`config.mk`:
```
export PLATFORM = sky130hd
export DESIGN_NAME = div_unit
export DESIGN_NICKNAME = d
export VERILOG_FILES = /design/src/rtl/div_pkg.sv /design/src/rtl/div_sign_fix.sv /design/src/rtl/div_unit.sv
export SDC_FILE = /design/constraint.sdc
export NUM_CORES = 1
export LEC_CHECK = 0
export BUFFER_PORTS_ARGS = -buffer_cell sky130_fd_sc_hd__buf_2
export CORE_AREA = 4 4 140 142
export DETAILED_ROUTE_END_ITERATION = 10
export DIE_AREA = 0 0 144 146
export PLACE_DENSITY = 0.8
export SETUP_SLACK_MARGIN = 0.15
export SYNTH_ARGS = -nofsm -noshare
export SYNTH_HDL_FRONTEND = slang
export SYNTH_SLANG_ARGS = --single-unit
```
`constraint.sdc`:
```
create_clock -name clk -period 3.4 [get_ports clk]
set_input_delay 0.34 -clock clk [delete_from_list [all_inputs] [get_ports clk]]
set_output_delay 0.34 -clock clk [all_outputs]
set_load 0.02 [all_outputs]
```
`src/rtl/div_pkg.sv`:
```
// Shared definitions for the iterative divider: op encodings, FSM states, counter sizing.
// Latency: n/a (declarations only).
// Backpressure: n/a.
package div_pkg;

  // Operation select, equal to funct3[1:0] of the RV32M divide group
  typedef enum logic [1:0] {
    OP_DIV  = 2'b00,
    OP_DIVU = 2'b01,
    OP_REM  = 2'b10,
    OP_REMU = 2'b11
  } div_op_e;

  typedef enum logic [1:0] {
    IDLE = 2'd0,
    CALC = 2'd1,
    FIX  = 2'd2,
    DONE = 2'd3
  } div_state_e;

  localparam int unsigned DIV_WIDTH = 32;
  localparam int unsigned DIV_CNT_W = $clog2(DIV_WIDTH + 1);

  // Iteration counter width able to hold the value Width
  function automatic int unsigned div_cnt_w(input int unsigned width);
    return $clog2(width + 1);
  endfunction

  function automatic logic op_is_signed(input div_op_e op);
    return (op == OP_DIV) || (op == OP_REM);
  endfunction

  function automatic logic op_is_rem(input div_op_e op);
    return (op == OP_REM) || (op == OP_REMU);
  endfunction

endpackage

```
`src/rtl/div_sign_fix.sv`:
```
// Final result selection: sign correction of quotient/remainder plus divide-by-zero and overflow overrides.
// Latency: combinational.
// Backpressure: none.
module div_sign_fix
  import div_pkg::*;
#(
  parameter int unsigned Width = DIV_WIDTH
) (
  input  logic             is_rem_i,
  input  logic             div0_i,
  input  logic             ovf_i,
  input  logic             neg_q_i,
  input  logic             neg_r_i,
  input  logic [Width-1:0] quo_i,
  input  logic [Width-1:0] rem_i,
  output logic [Width-1:0] res_o
);

  localparam logic [Width-1:0] MinNeg = {1'b1, {(Width-1){1'b0}}};

  logic [Width-1:0] q_fix;
  logic [Width-1:0] r_fix;

  // Magnitude result -> signed result, then special-case overrides
  always_comb begin
    q_fix = neg_q_i ? (-quo_i) : quo_i;
    r_fix = neg_r_i ? (-rem_i) : rem_i;
    res_o = is_rem_i ? r_fix : q_fix;
    if (div0_i) begin
      // With a zero divisor every trial subtract succeeds, so the remainder
      // register ends holding |dividend|; re-signing it yields rs1 unchanged.
      if (!is_rem_i) begin
        res_o = '1;
      end
    end else if (ovf_i) begin
      res_o = is_rem_i ? '0 : MinNeg;
    end
  end

endmodule

```
`src/rtl/div_unit.sv`:
```
// RV32M DIV/DIVU/REM/REMU radix-2 restoring divider with start/busy/done handshake. Optional macro: DIV_FASTPATH_EN.
// Latency: Width+2 cycles from start to done; 1 cycle for div-by-zero/overflow when DIV_FASTPATH_EN is defined.
// Backpressure: none; start is only accepted in IDLE, the pipeline stalls on busy.
module div_unit
  import div_pkg::*;
#(
  parameter int unsigned Width = DIV_WIDTH
) (
  input  logic             clk,
  input  logic             rst_n,
  input  logic             start,
  input  logic [1:0]       op,
  input  logic [Width-1:0] rs1Data,
  input  logic [Width-1:0] rs2Data,
  input  logic [4:0]       rdIn,
  output logic             busy,
  output logic             done,
  output logic [Width-1:0] result,
  output logic [4:0]       rdOut,
  output logic             regWrite
);

  localparam int unsigned      CntW    = div_cnt_w(Width);
  localparam logic [Width-1:0] MinNeg  = {1'b1, {(Width-1){1'b0}}};
  localparam logic [CntW-1:0]  CntInit = CntW'(Width);
  localparam logic [CntW-1:0]  CntLast = CntW'(1);

  // Request-side decode of the raw operands, only meaningful at the accepting edge
  div_op_e          op_in;
  logic             in_signed;
  logic             in_neg1;
  logic             in_neg2;
  logic             in_div0;
  logic             in_ovf;
  logic [Width-1:0] in_abs1;
  logic [Width-1:0] in_abs2;

  assign op_in     = div_op_e'(op);
  assign in_signed = op_is_signed(op_in);
  assign in_neg1   = in_signed & rs1Data[Width-1];
  assign in_neg2   = in_signed & rs2Data[Width-1];
  assign in_abs1   = in_neg1 ? (-rs1Data) : rs1Data;
  assign in_abs2   = in_neg2 ? (-rs2Data) : rs2Data;
  assign in_div0   = (rs2Data == '0);
  assign in_ovf    = in_signed && (rs1Data == MinNeg) && (rs2Data == '1);

  div_state_e       state_q;
  div_op_e          op_q;
  logic [4:0]       rd_q;
  logic [Width-1:0] quo_q;     // shifts the dividend out while quotient bits shift in
  logic [Width-1:0] rem_q;
  logic [Width-1:0] dvs_q;
  logic [CntW-1:0]  cnt_q;
  logic             negq_q;
  logic             negr_q;
  logic             div0_q;
  logic             ovf_q;
  logic [Width-1:0] result_q;
  logic [4:0]       rdout_q;
  logic             done_q;
  logic             busy_q;

  logic [Width:0]   rem_sh;
  logic [Width:0]   diff;
  logic [Width-1:0] rem_d;
  logic [Width-1:0] quo_d;
  logic [Width-1:0] fix_res;

  // One restoring step: shift in the next dividend bit, keep the difference if non-negative
  always_comb begin
    rem_sh = {rem_q, quo_q[Width-1]};
    diff   = rem_sh - {1'b0, dvs_q};
    if (!diff[Width]) begin
      rem_d = diff[Width-1:0];
      quo_d = {quo_q[Width-2:0], 1'b1};
    end else begin
      rem_d = rem_sh[Width-1:0];
      quo_d = {quo_q[Width-2:0], 1'b0};
    end
  end

  div_sign_fix #(.Width(Width)) u_sign_fix (
    .is_rem_i (op_is_rem(op_q)),
    .div0_i   (div0_q),
    .ovf_i    (ovf_q),
    .neg_q_i  (negq_q),
    .neg_r_i  (negr_q),
    .quo_i    (quo_q),
    .rem_i    (rem_q),
    .res_o    (fix_res)
  );

`ifdef DIV_FASTPATH_EN
  logic [Width-1:0] fast_res;

  // Special results straight from the raw request; only consumed when div0/ovf fires
  div_sign_fix #(.Width(Width)) u_fast_fix (
    .is_rem_i (op_is_rem(op_in)),
    .div0_i   (in_div0),
    .ovf_i    (in_ovf),
    .neg_q_i  (1'b0),
    .neg_r_i  (in_neg1),
    .quo_i    ('0),
    .rem_i    (in_abs1),
    .res_o    (fast_res)
  );
`endif

  // Control FSM with registered handshake outputs and datapath registers
  always_ff @(posedge clk or negedge rst_n) begin
    if (!rst_n) begin
      state_q  <= IDLE;
      op_q     <= OP_DIV;
      rd_q     <= '0;
      quo_q    <= '0;
      rem_q    <= '0;
      dvs_q    <= '0;
      cnt_q    <= '0;
      negq_q   <= 1'b0;
      negr_q   <= 1'b0;
      div0_q   <= 1'b0;
      ovf_q    <= 1'b0;
      result_q <= '0;
      rdout_q  <= '0;
      done_q   <= 1'b0;
      busy_q   <= 1'b0;
    end else begin
      case (state_q)
        IDLE: begin
          if (start) begin
            op_q   <= op_in;
            rd_q   <= rdIn;
            quo_q  <= in_abs1;
            dvs_q  <= in_abs2;
            rem_q  <= '0;
            cnt_q  <= CntInit;
            negq_q <= in_neg1 ^ in_neg2;
            negr_q <= in_neg1;
            div0_q <= in_div0;
            ovf_q  <= in_ovf;
            busy_q <= 1'b1;
`ifdef DIV_FASTPATH_EN
            if (in_div0 || in_ovf) begin
              result_q <= fast_res;
              rdout_q  <= rdIn;
              done_q   <= 1'b1;
              state_q  <= DONE;
            end else begin
              state_q  <= CALC;
            end
`else
            state_q <= CALC;
`endif
          end
        end
        CALC: begin
          rem_q <= rem_d;
          quo_q <= quo_d;
          cnt_q <= cnt_q - 1'b1;
          if (cnt_q == CntLast) begin
            state_q <= FIX;
          end
        end
        FIX: begin
          result_q <= fix_res;
          rdout_q  <= rd_q;
          done_q   <= 1'b1;
          state_q  <= DONE;
        end
        DONE: begin
          done_q  <= 1'b0;
          busy_q  <= 1'b0;
          state_q <= IDLE;
        end
        default: begin
          state_q <= IDLE;
        end
      endcase
    end
  end

  assign busy     = busy_q;
  assign done     = done_q;
  assign regWrite = done_q;
  assign result   = result_q;
  assign rdOut    = rdout_q;

endmodule

```
# Word level (Yosys, flattened, before mapping)
# Cells that the tools add are included.
[totals]
register_bits = 154
input_bits = 74
out_inout_bits = 40
word_cells = 72
[op_classes]
eq_ne = 11
reduce_logical = 14
n_bitwise = 3
n_mux = 23
n_addsub = 6
[ops]
columns = ["cell", "count"]
rows = [
  ["$mux W32", 12],
  ["$neg A32 Y32", 4],
  ["$pmux W32 S2", 2],
  ["$eq A32 B32 Y1 const B", 2],
  ["$sub A33 B32 Y33", 1],
  ["$logic_not A32 Y1", 1],
  ["$pmux W6 S2", 1],
  ["$eq A2 B2 Y1 const B", 5],
  ["$pmux W2 S4", 1],
  ["$reduce_and A2 Y1", 4],
  ["$eq A6 B1 Y1 const B", 1],
  ["$mux W6", 1],
  ["$reduce_bool A2 Y1", 3],
  ["$sub A6 B1 Y6 const B", 1],
  ["$logic_not A2 Y1", 2],
  ["$mux W2", 2],
  ["$ne A2 B2 Y1 const B", 2],
  ["$pmux W1 S2", 2],
  ["$and A1 B1 Y1", 2],
  ["$eq A2 B1 Y1 const B", 1],
  ["$logic_and A1 B1 Y1", 2],
  ["$logic_or A1 B1 Y1", 2],
  ["$mux W1", 2],
  ["$xor A1 B1 Y1", 1],
]

# Longest topological paths before layout
[depth]
depth_word = 6
depth_mapped = 15
ltp_nobuf = 13

# Hierarchy
# From an unflattened synthesis, not the netlist that was laid out.
[unflattened]
cells_unflattened = 1368
area_unflattened_um2 = 11484.8
[by_module_without_submodules]
columns = ["module", "seq_area_each_um2", "area_each_um2", "n_inst", "cells_each"]
rows = [
  ["div_unit", 3828.7, 9547.9, 1, 1085],
  ["div_sign_fix", 0.0, 1936.9, 1, 283],
]

# Worst setup path before layout
# No wires, ideal clock.
[synth_path]
path_kind = "register to register"
from = "reg quo_q[31]"
to = "reg rem_q[0]"
synth_period_minus_slack_ns = 3.048
stages_incl_launch_ff = 16
path_slack_ns = 0.352
t_required_ns = 3.268
path_buffers = 2
setup_time_ns = 0.132
arrival_time_ns = 2.916
path_cell_list = "dfrtp_1 inv_1 ha_1 fa_1 nor2b_1 o21ai_0 a21oi_1 o21ai_0 a211oi_1 nor4_1 nor3_1 buf_2 clkbuf_1 nand2_1 o211ai_1 o21ai_0"
[synth_via]
elab_chain_cells = 3
[synth_rtl]
columns = ["element", "line", "text"]
rows = [
  ["from (decl)", "div_unit.sv:50", "logic [Width-1:0] quo_q;"],
  ["from (signal assigned)", "div_unit.sv:133", "quo_q <= in_abs1;"],
  ["from (signal assigned)", "div_unit.sv:158", "quo_q <= quo_d;"],
  ["$sub A33 B32 Y33", "div_unit.sv:72", "diff = rem_sh - {1'b0, dvs_q};"],
  ["$mux W32 (*)", "div_unit.sv:73", "if (!diff[Width]) begin"],
  ["$pmux W32 S2 (*)", "div_unit.sv:128", "case (state_q)"],
  ["to (signal assigned)", "div_unit.sv:157", "rem_q <= rem_d;"],
  ["to (decl)", "div_unit.sv:51", "logic [Width-1:0] rem_q;"],
]
# Every way passes the cells marked *; elsewhere a longest branch is shown, timed or not.
# A chain may end at the register's enable or synchronous reset.

# Final worst setup path
[layout_path]
from = "reg rem_q[10]"
to = "reg result_q[31] (netlist: result[31])"
[layout_via]
elab_chain_cells = 5
elab_cells_between_ends = 6
cone_classes = "add/sub (1); mux (5)"
[layout_rtl]
columns = ["element", "line", "text"]
rows = [
  ["$neg A32 Y32 (*)", "div_sign_fix.sv:27", "r_fix = neg_r_i ? (-rem_i) : rem_i;"],
  ["$mux W32 (*)", "div_sign_fix.sv:27", ""],
  ["$mux W32 (*)", "div_sign_fix.sv:28", "res_o = is_rem_i ? r_fix : q_fix;"],
  ["$mux W32, on equally long branches", "div_sign_fix.sv:35, div_sign_fix.sv:32", ""],
  ["$mux W32 (*)", "div_sign_fix.sv:29", "if (div0_i) begin"],
  ["to (signal assigned)", "div_unit.sv:165", "result_q <= fix_res;"],
  ["to (decl)", "div_unit.sv:58", "logic [Width-1:0] result_q;"],
]
# Marked as above.

==> results.md <==
- WP data required: 3.72 ns
- Worst min-delay path class: in2reg
- Crit-path slowest cell: or4_4
- Total CTS buffers: 17
- Clock tree buffer depth: 2
- Syn avg cell area: 8.15 µm²
- CTS sink cnt: about 150
- Global-route wire length before repair: 46800 µm
- Mapped cell area: roughly 0.011 mm²
- Fill count: 1523
- CP cell instances: or4_4, or4_4, or3_4, or3_4, o31ai_4, xnor2_1, a21oi_1, a21oi_1, mux2_4
- Fmax: 0.316 GHz
- Core area: 0.0185 mm²
- Period utilization: 93.2%
- Switching share of power: 46.5%
- Setup slack, reg-to-reg: 0.23 ns
- Final setup violation count: 0
- I/O pin total: about 110
- First DRT Iteration DRCs: 763
- Unrepaired setup endpoints after global routing: no
- Worst-Skew Late Latency: around 0.43 ns
- Final hold vios: 0
- MaxCap Viol Count: 0
- CP startpoint kind: flop
- Area share of the largest cell type after synthesis: 35.2%
- Switching Power: 5330 µW
- Layout cell share with drive strength beyond 1: 15.1%
- Port buffer count: ~110
- Flops & latches, synth: 153
- Pwr/cell area: 921 mW/mm²
- Wire length per cell: 17.1 µm
- Worst IR drop on VDD: approximately 0.47 mV
- Setup TNS: 0 ns
- YS warnings: 0
- Initial antenna violation count: 0
- Internal cell power: 6140 µW
- R2R depth: 9
- 1st-pass router iterations: 7
- Vias per cell: 5.98
- Antenna diode count: 0
- Die area: 0.0210 mm²
- R2r endpoint: result[31]
- Die Y: roughly 150 µm
- H-tree depth: 4
- Cells after Synth: 1336
- Final WL: 28600 µm
- CTS tree: done
- Post-synth ARST share: 100%
- Yosys cell types: 69
- Max-slew violations: 0
- Clock power frac: 16.1%
- Clk root buf: clkbuf_16
- Rows: 50
- LEAKAGE: approximately 0.0056 µW
- Vias post-DR: about 10000
- Clock skew: 0.00749 ns
- Commonest cells after routing, fill and taps aside: o21ai_0 (202), nand2_1 (154), dfrtp_1 (151), buf_2 (112), a21oi_1 (106)
- CP endpoint kind: flop
- DRC Markers: 0
- GR Overflow Total: 0
- Pwr Total: 11500 µW
- Synth area leaders: dfrtp_1 (35%), o21ai_0 (9.5%), xor2_1 (6.0%)
- Synth-to-Final Area Change: 14.3%
- CP peak stage delay: ~0.55 ns
- Sequential element share of the synthesized area: 35.2%
- Initial Utilization: 59.0%
- Critical path class: reg2reg
- Die W: 144 µm
- Most common cell after layout, fill and taps aside: o21ai_0
- Total Nets Final: 1551
- Ys flop type: dfrtp_1
- Max FO, Critical Path: 8
- ANT nets after route: 0
- Combinational Power Share: between 50 and 60%
- Clock-pin slew on the worst setup and hold paths: 0.06 ns
- Leading area contributor after synthesis: dfrtp_1
- Gr usage total: 27.3%
- CP arrival: 3.48 ns
- Run status: finished clean
- Pin count of the biggest net entering global routing: between 90 and 100
- Max_slew headroom: about 37%
- Worst Setup EP: result[31]
- Critical path launch point: rem_q[10]
- Syn nets: 1454
- Sequential share of power: 29.6%
- EDFF count, synth: 0
- Min cycle time layout: between 3 and 4 ns
- GP Congestion: ~0.89
- Worst r2r src: rem_q[10]
- Vias in the first global route: 9464
- HPWL Detailed: 21600 µm
- Worst-Margin Slew: 0.938 ns
power by group through the flow:
stage / Clock (µW) / Sequential [µW] / Combinational [µW]
2_1_floorplan: 0 / 3330 / 4350
3_3_place_gp: 0 / 3320 / 5930
3_5_place_dp: 0 / 3360 / 6030
6_report: 1850 / 3390 / 6230
5_1_grt: 1950 / 3480 / 6920
4_1_cts: 1870 / 3340 / 6090
how the worst min path moves through the flow:
stage | from | to | slack [ns] | cells past startpoint
final | rdIn[1] | rd_q[1] | 0.14 | 2
after global routing | rdIn[2] | rd_q[2] | 0.15 | 2
after CTS | rdIn[1] | rd_q[1] | 0.14 | 2
after detailed placement | rst_n | quo_q[9] | 0.34 | 1
after global placement | rst_n | quo_q[9] | 0.35 | 1
after floorplan | rst_n | busy | 0.04 | 0
synthesized netlist by cell type (3+ instances only):
cell,count
inv_1,84
buf_1,3
mux2i_1,15
dfrtp_1,153
xnor2_1,71
nand2_1,155
mux2_2,11
clkbuf_1,63
nand3_1,18
nand2b_1,10
o41ai_1,8
nor2b_1,10
and3_1,4
nand4_1,9
nor2_1,76
o31ai_1,23
nor4_1,18
a221o_1,8
or3_1,22
a21oi_1,109
a21o_1,15
or4_1,9
a31oi_1,5
o211ai_1,3
ha_1,43
o22ai_1,4
o21a_1,9
and2_1,4
nor3b_1,3
xor2_1,75
nor3_1,24
a41oi_1,3
a22oi_1,15
o21ai_0,206
worst max-delay path: cells and delay by family, from the launching register on:
| family | cells | cell delay [ns] |
|---|---|---|
| xor+xnor | 1 | 0.11 |
| compound gates | 3 | 0.43 |
| simple gates | 4 | 1.76 |
| flops | 1 | 0.49 |
| mux | 1 | 0.27 |
per-layer routing:
layer / vias up / track usage, % / routed length, µm / share of wire, %
met2: 352 / 43.7 / 13500 / 47
met4: 0 / 10.9 / 850 / 3.0
met3: 68 / 3.91 / 1630 / 5.7
met5: - / 0 / 0 / 0
met1: 4726 / 37.1 / 12600 / 44
li1: 4889 / - / - / -
sequential cells by signal, indices dropped and copies added, names as in the netlist, 2 cells and up:
| signal | count |
|---|---|
| result | 32 |
| dvs_q | 32 |
| rem_q | 32 |
| rdOut | 5 |
| quo_q | 32 |
| state_q | 2 |
| rd_q | 5 |
| cnt_q | 6 |
logic make-up after synthesis:
logic type	share of synthesized area, %
fa+ha+maj	5.12
buf+inv	5.36
simple gates	16.6
mux	2.65
compound gates	23.4
xor+xnor	11.7
flops	35.2
layout make-up:
class                   instances  area, µm²  area share (%)
clock inverters                 8       96.3           0.774
flip-flops and latches        153       3830            30.8
multi-input cells            1029       6580            52.8
repair buffers                147        858            6.89
well taps                     234        293            2.35
clock buffers                  22        474            3.81
inverters                      85        319            2.56
through the flow:
step                setup slack, ns  util [%]  area (µm²)  cells  hold WS, ns
finish                        0.232      67.5       12500   1678        0.145
detailed placement           0.0169      63.7       11800   1645        0.345
global placement             0.0738      63.7       11800   1645        0.345
floorplan                     0.352         -       10900   1336       0.0444
global route                  0.135      67.5       12500   1678        0.145
CTS                           0.157      66.9       12300   1676        0.138
what timing repair did:
action	CTS	global route
buffers inserted	0	2
pin swaps	1	3
hold buffers	1	0
endpoints found under the hold margin	59	0
resized for setup	1	24
endpoints found under the setup margin	33	42
Power figures use the tool's default switching activity.
